File: config.mk
export PLATFORM = sky130hd
export DESIGN_NAME = seg_scan_driver
export DESIGN_NICKNAME = d
export VERILOG_FILES = /design/src/rtl/octurdle_pkg.sv /design/src/rtl/seg_scan_driver_hex7seg.sv /design/src/rtl/seg_scan_driver.sv
export SDC_FILE = /design/constraint.sdc
export NUM_CORES = 1
export LEC_CHECK = 0
export CAP_MARGIN = 40
export CORE_ASPECT_RATIO = 0.8
export CORE_MARGIN = 3
export CORE_UTILIZATION = 42
export CTS_CLUSTER_SIZE = 10
export DETAILED_ROUTE_END_ITERATION = 8
export GPL_TIMING_DRIVEN = 1
export PLACE_DENSITY = 0.87
export SYNTH_ARGS = -nofsm -noshare
export SYNTH_HDL_FRONTEND = slang
export SYNTH_SLANG_ARGS = --single-unit
File: constraint.sdc
create_clock -name clk -period 3.3 [get_ports clk]
set_clock_uncertainty 0.2 [all_clocks]
set_input_delay 0.66 -clock clk [delete_from_list [all_inputs] [get_ports clk]]
set_output_delay 0.66 -clock clk [all_outputs]
set_load 0.01 [all_outputs]
File: src/rtl/octurdle_pkg.sv
// octurdle_pkg: shared display-source encoding and seven-segment constants.
// Used by mux_select (producer of sel_bits) and seg_scan_driver (consumer).
package octurdle_pkg;

    typedef enum logic [1:0] {
        SRC_SCORE  = 2'b00,
        SRC_SWITCH = 2'b01,
        SRC_GAME   = 2'b10,
        SRC_RANDOM = 2'b11
    } disp_src_t;

    // Active-low display: all ones means segments / anodes are off.
    localparam logic [6:0] SEG_BLANK = 7'h7F;
    localparam logic [7:0] AN_OFF    = 8'hFF;

endpackage

File: src/rtl/seg_scan_driver_hex7seg.sv
// hex7seg: combinational hex nibble to active-low seven-segment glyph.
// Ports:
//   i_hex  [3:0]  nibble to display
//   o_seg  [6:0]  segments {g,f,e,d,c,b,a}, active-low
// b and d use lowercase glyphs so they are distinguishable from 8 and 0.
module hex7seg (
    input  logic [3:0] i_hex,
    output logic [6:0] o_seg
);

    always_comb begin
        o_seg = 7'h7F;
        case (i_hex)
            4'h0: o_seg = 7'h40;
            4'h1: o_seg = 7'h79;
            4'h2: o_seg = 7'h24;
            4'h3: o_seg = 7'h30;
            4'h4: o_seg = 7'h19;
            4'h5: o_seg = 7'h12;
            4'h6: o_seg = 7'h02;
            4'h7: o_seg = 7'h78;
            4'h8: o_seg = 7'h00;
            4'h9: o_seg = 7'h10;
            4'hA: o_seg = 7'h08;
            4'hB: o_seg = 7'h03;
            4'hC: o_seg = 7'h46;
            4'hD: o_seg = 7'h21;
            4'hE: o_seg = 7'h06;
            4'hF: o_seg = 7'h0E;
            default: o_seg = 7'h7F;
        endcase
    end

endmodule

File: src/rtl/seg_scan_driver.sv
// seg_scan_driver: time-multiplexed driver for an 8-digit common-anode
// seven-segment display.
// Ports:
//   clk, rst_n        system clock, async active-low reset
//   sel_bits [1:0]    source select (octurdle_pkg::disp_src_t encoding)
//   score_val, switch_val, game_val, random_val [31:0]
//                     eight hex nibbles each, nibble 0 = rightmost digit
//   an  [7:0]         digit anodes, active-low, bit i = digit i
//   seg [6:0]         segments {g,f,e,d,c,b,a}, active-low
//   dp                decimal point, active-low, always off
// The selected source is captured once per frame (cnt==0 && dig==0) so a
// source or select change never tears a frame mid-scan. Each digit slot is
// REFRESH_DIV cycles, of which the first DEAD_CYC have all anodes off.
module seg_scan_driver
    import octurdle_pkg::*;
#(
    parameter int REFRESH_DIV = 100000,
    parameter int DEAD_CYC    = 2
) (
    input  logic        clk,
    input  logic        rst_n,
    input  logic [1:0]  sel_bits,
    input  logic [31:0] score_val,
    input  logic [31:0] switch_val,
    input  logic [31:0] game_val,
    input  logic [31:0] random_val,
    output logic [7:0]  an,
    output logic [6:0]  seg,
    output logic        dp
);

    localparam int              CW       = (REFRESH_DIV > 1) ? $clog2(REFRESH_DIV) : 1;
    localparam logic [CW-1:0]   CNT_LAST = CW'(REFRESH_DIV - 1);
    localparam logic [CW-1:0]   DEAD_LIM = CW'(DEAD_CYC);

    logic [CW-1:0] r_cnt;
    logic [2:0]    r_dig;
    disp_src_t     r_frame_sel;
    logic [31:0]   r_frame_val;
    logic [7:0]    r_an;
    logic [6:0]    r_seg;

    logic          w_frame_start;
    logic [31:0]   w_src_val;
    logic [31:0]   w_shift;
    logic [3:0]    w_nib;
    logic [6:0]    w_glyph;
    logic          w_lead_zero;
    logic          w_dead;

    assign w_frame_start = (r_cnt == '0) && (r_dig == 3'd0);
    assign w_dead        = (r_cnt < DEAD_LIM);

    always_comb begin
        w_src_val = game_val;
        case (disp_src_t'(sel_bits))
            SRC_SCORE:  w_src_val = score_val;
            SRC_SWITCH: w_src_val = switch_val;
            SRC_GAME:   w_src_val = game_val;
            SRC_RANDOM: w_src_val = random_val;
        endcase
    end

    // Shifting the current digit down to nibble 0 gives both the nibble to
    // decode and, via "everything left is zero", the leading-zero test.
    assign w_shift     = r_frame_val >> {r_dig, 2'b00};
    assign w_nib       = w_shift[3:0];
    assign w_lead_zero = (r_frame_sel == SRC_SCORE) && (r_dig != 3'd0) && (w_shift == '0);

    hex7seg u_hex7seg (
        .i_hex (w_nib),
        .o_seg (w_glyph)
    );

    // Slot counter and digit index; dig wraps 7->0 by its width.
    always_ff @(posedge clk or negedge rst_n) begin
        if (!rst_n) begin
            r_cnt <= '0;
            r_dig <= 3'd0;
        end else if (r_cnt == CNT_LAST) begin
            r_cnt <= '0;
            r_dig <= r_dig + 3'd1;
        end else begin
            r_cnt <= r_cnt + 1'b1;
        end
    end

    // Frame latch. The load cycle is always a dead-time cycle, so the old
    // frame's value is never shown alongside the new one.
    always_ff @(posedge clk or negedge rst_n) begin
        if (!rst_n) begin
            r_frame_sel <= SRC_GAME;
            r_frame_val <= '0;
        end else if (w_frame_start) begin
            r_frame_sel <= disp_src_t'(sel_bits);
            r_frame_val <= w_src_val;
        end
    end

    // Registered outputs; blanked leading digits keep their anode asserted.
    always_ff @(posedge clk or negedge rst_n) begin
        if (!rst_n) begin
            r_an  <= AN_OFF;
            r_seg <= SEG_BLANK;
        end else if (w_dead) begin
            r_an  <= AN_OFF;
            r_seg <= SEG_BLANK;
        end else begin
            r_an  <= ~(8'h01 << r_dig);
            r_seg <= w_lead_zero ? SEG_BLANK : w_glyph;
        end
    end

    assign an  = r_an;
    assign seg = r_seg;
    assign dp  = 1'b1;

endmodule

* Word level (Yosys, flattened, before mapping) *
Memory sizes are Yosys's and may differ from the RTL's.
Cells that the tools add are included.

word-level totals
  register bits = 69
  bits in read-only memories = 112
  input port bits = 132
  output and inout port bits = 16
  logic and storage cells = 31
  memories kept = 1

memory list
  name              words  width  rd ports  clocked after Yosys merged registers in  write ports  RTL line                       source
  (name not given)  16     7      1         0                                        0            seg_scan_driver_hex7seg.sv:13  case (i_hex)

operators by class
  add/subtract/negate cells = 2
  magnitude comparators = 1
  equality and inequality tests = 4
  shift-type cells = 2
  muxes and demuxes = 5
  bitwise gates (word level) = 1
  reduce and logical (&&, ||, !) cells = 9

operator list
  operator                                                     number
  one-hot mux 32 bit (4 select lines)                          1
  logical NOT 32 bit                                           1
  >> shifter 32 x 5 -> 32 bit                                  1
  adder 17 x 1 -> 17 bit, second input constant                1
  equality test 17 bit, second input constant                  1
  logical NOT 17 bit                                           1
  less-than comparator 17 x 2 -> 1 bit, second input constant  1
  2-to-1 mux 17 bit                                            1
  2-to-1 mux 7 bit                                             2
  2-to-1 mux 8 bit                                             1
  inverter 8 bit                                               1
  << shifter 1 x 3 -> 8 bit, first input constant              1
  equality test 2 bit, second input constant                   2
  logical NOT 2 bit                                            2
  adder 3 x 1 -> 3 bit, second input constant                  1
  logical AND 1 bit                                            3
  logical NOT 3 bit                                            1
  nonzero test 3 bit                                           1
  equality test 2 x 1 -> 1 bit, second input constant          1

* Logic depth before layout (Yosys ltp) *
  depth after elaboration = 5
  mapped depth = 11
  depth with buffers taken out = 9

* By module *
Synthesis repeated with hierarchy kept, for this count alone.

second synthesis, totals
  cells, all modules = 351
  area, all modules = 4,475.5 um^2

by module, submodules not included
  module           instances  cells an instance  area an instance (um^2)  seq. area each (um^2)
  seg_scan_driver  1          319                4,200.3                  1,746.7
  hex7seg          1          32                 275.3                    0.0

* Worst setup path after synthesis *
Ideal clock, no wire load.

  kind = reg-to-reg
  from = register r_dig[0]
  to = register r_seg[2] (netlist: seg[2])
  library setup time = 60 ps
  arrival time = 2,809 ps
  required time = 3,040 ps
  path slack = 231 ps
  stages on the path, launching flop included = 11
  path buffers = 2
  period minus slack after synthesis = 3,069 ps
  cell sequence = dfrtp_1 buf_6 buf_6 mux4_2 mux2i_1 ha_1 nor4b_1 o31ai_1 a2111oi_0 a21boi_1 or4_1

on the way
  longest elaborated chain between the ends = 5
  elaborated cells between the ends (all ways) = 8
  those cells by class = shift (1); mux (2); reduce/logical (4); memory (1)

ends and longest elaborated chain
  item                                                         RTL line                source
  start, declared                                              seg_scan_driver.sv:37   logic [2:0] r_dig;
  start signal, assigned                                       seg_scan_driver.sv:82   r_dig <= r_dig + 3'd1;
  branches (longest 3 deep; another with memory (16 x 7 bit))  --
  2-to-1 mux 7 bit *                                           seg_scan_driver.sv:110  r_seg <= w_lead_zero ? SEG_BLANK : w_glyph;
  2-to-1 mux 7 bit *                                           seg_scan_driver.sv:105  end else if (w_dead) begin
  end signal, assigned                                         seg_scan_driver.sv:110
  end, declared                                                seg_scan_driver.sv:41   logic [6:0] r_seg;

Every way passes the cells marked *.
A chain may end at the register's enable or synchronous reset.

* Final worst setup path *
  from = register r_dig[0]
  to = register r_seg[5] (netlist: seg[5])

Same word-level chain as after synthesis.

==> results.sh <==
export IMPL_regArea_mm2=0.001749
export IMPL_path_cells="mux4_2, nand2_1, and2_1, ha_1, nor4b_1, o31ai_1, a2111oi_0, a21boi_2, or3_1"
export IMPL_synth_seq_cells=69
export IMPL_die_x_um=119.2
export IMPL_status="finished clean"
export IMPL_postSynthAreaPerCell_um2=12.78
export IMPL_crit_buf_inv=0
export IMPL_period_share=0.9230
export IMPL_port_buffers=146
export IMPL_start_kind="flop"
export IMPL_startpoint="r_dig[0]$_DFFE_PN0N_"
export IMPL_worst_path_largest_cell_delay_ps=540
export IMPL_cp_slowest_cell="mux4_2"
export IMPL_multi_input_area_mm2=0.002422
export IMPL_synth_edf_count=0
export IMPL_grt_usage=0.1961
export IMPL_fp_dieH_um=96.56
export IMPL_clk_latency_ps=340
export IMPL_rr_startpoint="r_dig[0]$_DFFE_PN0N_"
export IMPL_crit_family="compound AO/OA/AOI/OAI gates"
export IMPL_regToRegEndpoint="seg[5]$_DFF_PN1_"
export IMPL_dieArea_mm2=0.01151
export IMPL_routed_wirelength_mm=10.74
export IMPL_placed_area_mm2=0.005924
export IMPL_drt_first_iter_violations=283
export IMPL_grt_pass1_wl_mm=17.59
export IMPL_finalSetupViolCount=0
export IMPL_async_reset_ff_frac=1.000
export IMPL_cts_sinks=69
export IMPL_post_dp_hpwl_mm=8.564
export IMPL_antenna_found_initial=0
export IMPL_worstSetupPathType="flop to flop"
export IMPL_clk_pin_slew_ps=50
export IMPL_grt_max_degree=70
export IMPL_vias=3487
export IMPL_grt_overflow=0
export IMPL_rsz0062_at_grt="false"
export IMPL_finalHoldViolations=0
export IMPL_synthesis_nets=483
export IMPL_critPathArrivalTime_ps=3120
export IMPL_worst_pin_slew_ps=529.0
export IMPL_cts_buffer_depth=2
export IMPL_p_per_area_mw_per_mm2=387.5
export IMPL_final_area_mm2=0.006241
export IMPL_cts_root_buffer="clkbuf_16"
export IMPL_routedWlPerCell_um=17.15
export IMPL_vdd_drop_max_mv=0.2468
export IMPL_syn2layout_area_growth_pct=44.96
export IMPL_first_pass_iters=5
export IMPL_setup_tns_final_ps=0
export IMPL_cts_tree="built"
export IMPL_end_kind="flop"
export IMPL_synthFlopType="dfrtp_1"
export IMPL_hp_class="input port to async pin"
export IMPL_antennaDiodeCount=0
export IMPL_coreArea_mm2=0.009809
export IMPL_synth_seq_area_share=0.4057
export IMPL_htree_levels=3
export IMPL_reg2regPathDepth=9
export IMPL_gp_congestion=1.030
export IMPL_antenna_left=0
export IMPL_crit_path_end="seg[5]$_DFF_PN1_"
export IMPL_yosysWarnings=0
export IMPL_synth_cells=337
export IMPL_rows=32
export IMPL_cp_required_ps=3370
export IMPL_period_needed_ps=3046
export IMPL_slew_viol_final=0
export IMPL_drc=0
export IMPL_fin_nets=631
export IMPL_max_slew_margin=0.6441
export IMPL_drive_above_1_share=0.2592
export IMPL_yosysUniqueCellTypes=45
export IMPL_r2r_setup_slack_ps=250
export IMPL_io_pins=148
export IMPL_placedCellCount=610
export IMPL_initial_core_util=0.4389
export IMPL_cts_hold_buf=0
export IMPL_cts_buffers=9
export IMPL_viasPerCell=5.570
export IMPL_final_fill_count=743
export IMPL_maxCapViolCount=0
export IMPL_grt_pass1_vias=3515
export IMPL_syn_area_mm2=0.004305
export IMPL_instances_no_fill=626
export IMPL_crit_cells=9
export IMPL_fmax_mhz=328.3
export IMPL_p_leak_nw=2.425
export IMPL_critPathMaxFanout=7
[state kept, by name (all words and copies together), names as in the netlist]
signal / cells
r_frame_val: 32
seg: 7
r_dig: 3
an: 8
r_frame_sel: 2
r_cnt: 17
[cells by family after synthesis]
group / count (synthesis) / share of synthesized area
AND/OR/NAND/NOR: 101 / 0.1203
multiplexers: 85 / 0.3330
flip-flops: 69 / 0.4057
buffers and inverters: 28 / 0.03313
AO/OA/AOI/OAI: 24 / 0.03575
XOR/XNOR: 15 / 0.03051
adder cells (fa/ha/maj): 14 / 0.04069
other: 1 / 0.0008710
[worst min path at each step]
stage / endpoint / from
after floorplan: r_cnt[0]$_DFF_PN0_ / rst_n
after global placement: r_cnt[11]$_DFF_PN0_ / r_cnt[11]$_DFF_PN0_
after detailed placement: r_cnt[8]$_DFF_PN0_ / r_cnt[8]$_DFF_PN0_
after CTS: r_frame_sel[0]$_DFFE_PN0P_ / rst_n
after global routing: r_frame_val[28]$_DFFE_PN0P_ / rst_n
final: r_frame_val[11]$_DFFE_PN0P_ / rst_n
[layout by cell type (no fill, tap or decap), types with 4 or more instances in the layout]
cell type,n
o21ai_0,5
clkbuf_16,9
ha_1,14
and3_1,6
nand3_1,11
nor2_1,19
nand4_1,6
inv_1,6
dfrtp_1,51
nor4_1,12
mux2_2,36
dfstp_2,16
clkdlybuf4s50_1,144
buf_4,9
mux4_2,42
mux2i_1,6
xnor2_1,10
nand2_1,20
xor2_1,5
or3_1,8
nor3_1,6
o22ai_1,4
[layout make-up]
class | instances | area share
clock buffers | 11 | 0.03729
clock inverters | 5 | 0.01243
inverters | 8 | 0.004812
multi-input cells | 240 | 0.3881
flip-flops and latches | 69 | 0.2803
well taps | 136 | 0.02727
repair buffers | 157 | 0.2498
[cell usage after synthesis (2+ instances only)]
library cell / count / area (µm²)
o21ai_0: 5 / 25.02
nor2b_1: 3 / 18.77
and3_1: 6 / 37.54
nand2_1: 20 / 75.07
dfrtp_1: 53 / 1326
mux2i_1: 6 / 60.06
or3_1: 8 / 50.05
o21ai_1: 2 / 10.01
mux2_2: 36 / 405.4
o21a_1: 2 / 15.01
ha_1: 14 / 175.2
a21oi_1: 3 / 15.01
nand2b_1: 3 / 18.77
nor4_1: 12 / 75.07
inv_1: 6 / 22.52
a2111oi_0: 2 / 17.52
nor2_1: 20 / 75.07
xnor2_1: 10 / 87.58
o22ai_1: 4 / 25.02
nand4_1: 6 / 37.54
buf_2: 6 / 30.03
nand3_1: 11 / 55.05
dfstp_2: 16 / 420.4
nor3_1: 6 / 30.03
clkbuf_1: 6 / 22.52
buf_4: 2 / 15.01
clkinv_1: 2 / 7.510
mux4_2: 42 / 945.9
buf_6: 3 / 33.78
xor2_1: 5 / 43.79
buf_1: 3 / 11.26
[layer usage]
| layer | wire length (µm) | vias up | part of all wire | track usage |
|---|---|---|---|---|
| li1 | - | 1590 | - | - |
| met1 | 4442 | 1712 | 0.41 | 0.2503 |
| met2 | 5270 | 170 | 0.49 | 0.3239 |
| met3 | 852 | 15 | 0.079 | 0.05588 |
| met4 | 172 | 0 | 0.016 | 0.07136 |
| met5 | 0 | - | 0 | 0 |
[where the power goes]
group,internal (mW),leakage (nW),switching (mW)
Sequential,0.915,0.814,0.0532
Combinational,0.310,1.46,0.150
Clock,0.658,0.150,0.332
Total,1.88,2.43,0.536
[repair_timing]
item,CTS,global route
buffers inserted,0,0
setup endpoints to repair,0,7
gates resized for setup,0,3
[through the flow]
step                utilization  total power, mW  hold WS (ps)  worst slack (ps)
floorplan                     -            1.181         164.4             230.8
global placement         0.6040            1.427         278.4             303.7
detailed placement       0.6040            1.443         290.4             66.48
CTS                      0.6356            2.443         169.1             34.88
global route             0.6362            2.518         188.1             4.889
finish                   0.6362            2.418         157.3             254.0
No activity file was read; power rests on OpenSTA's default activity.
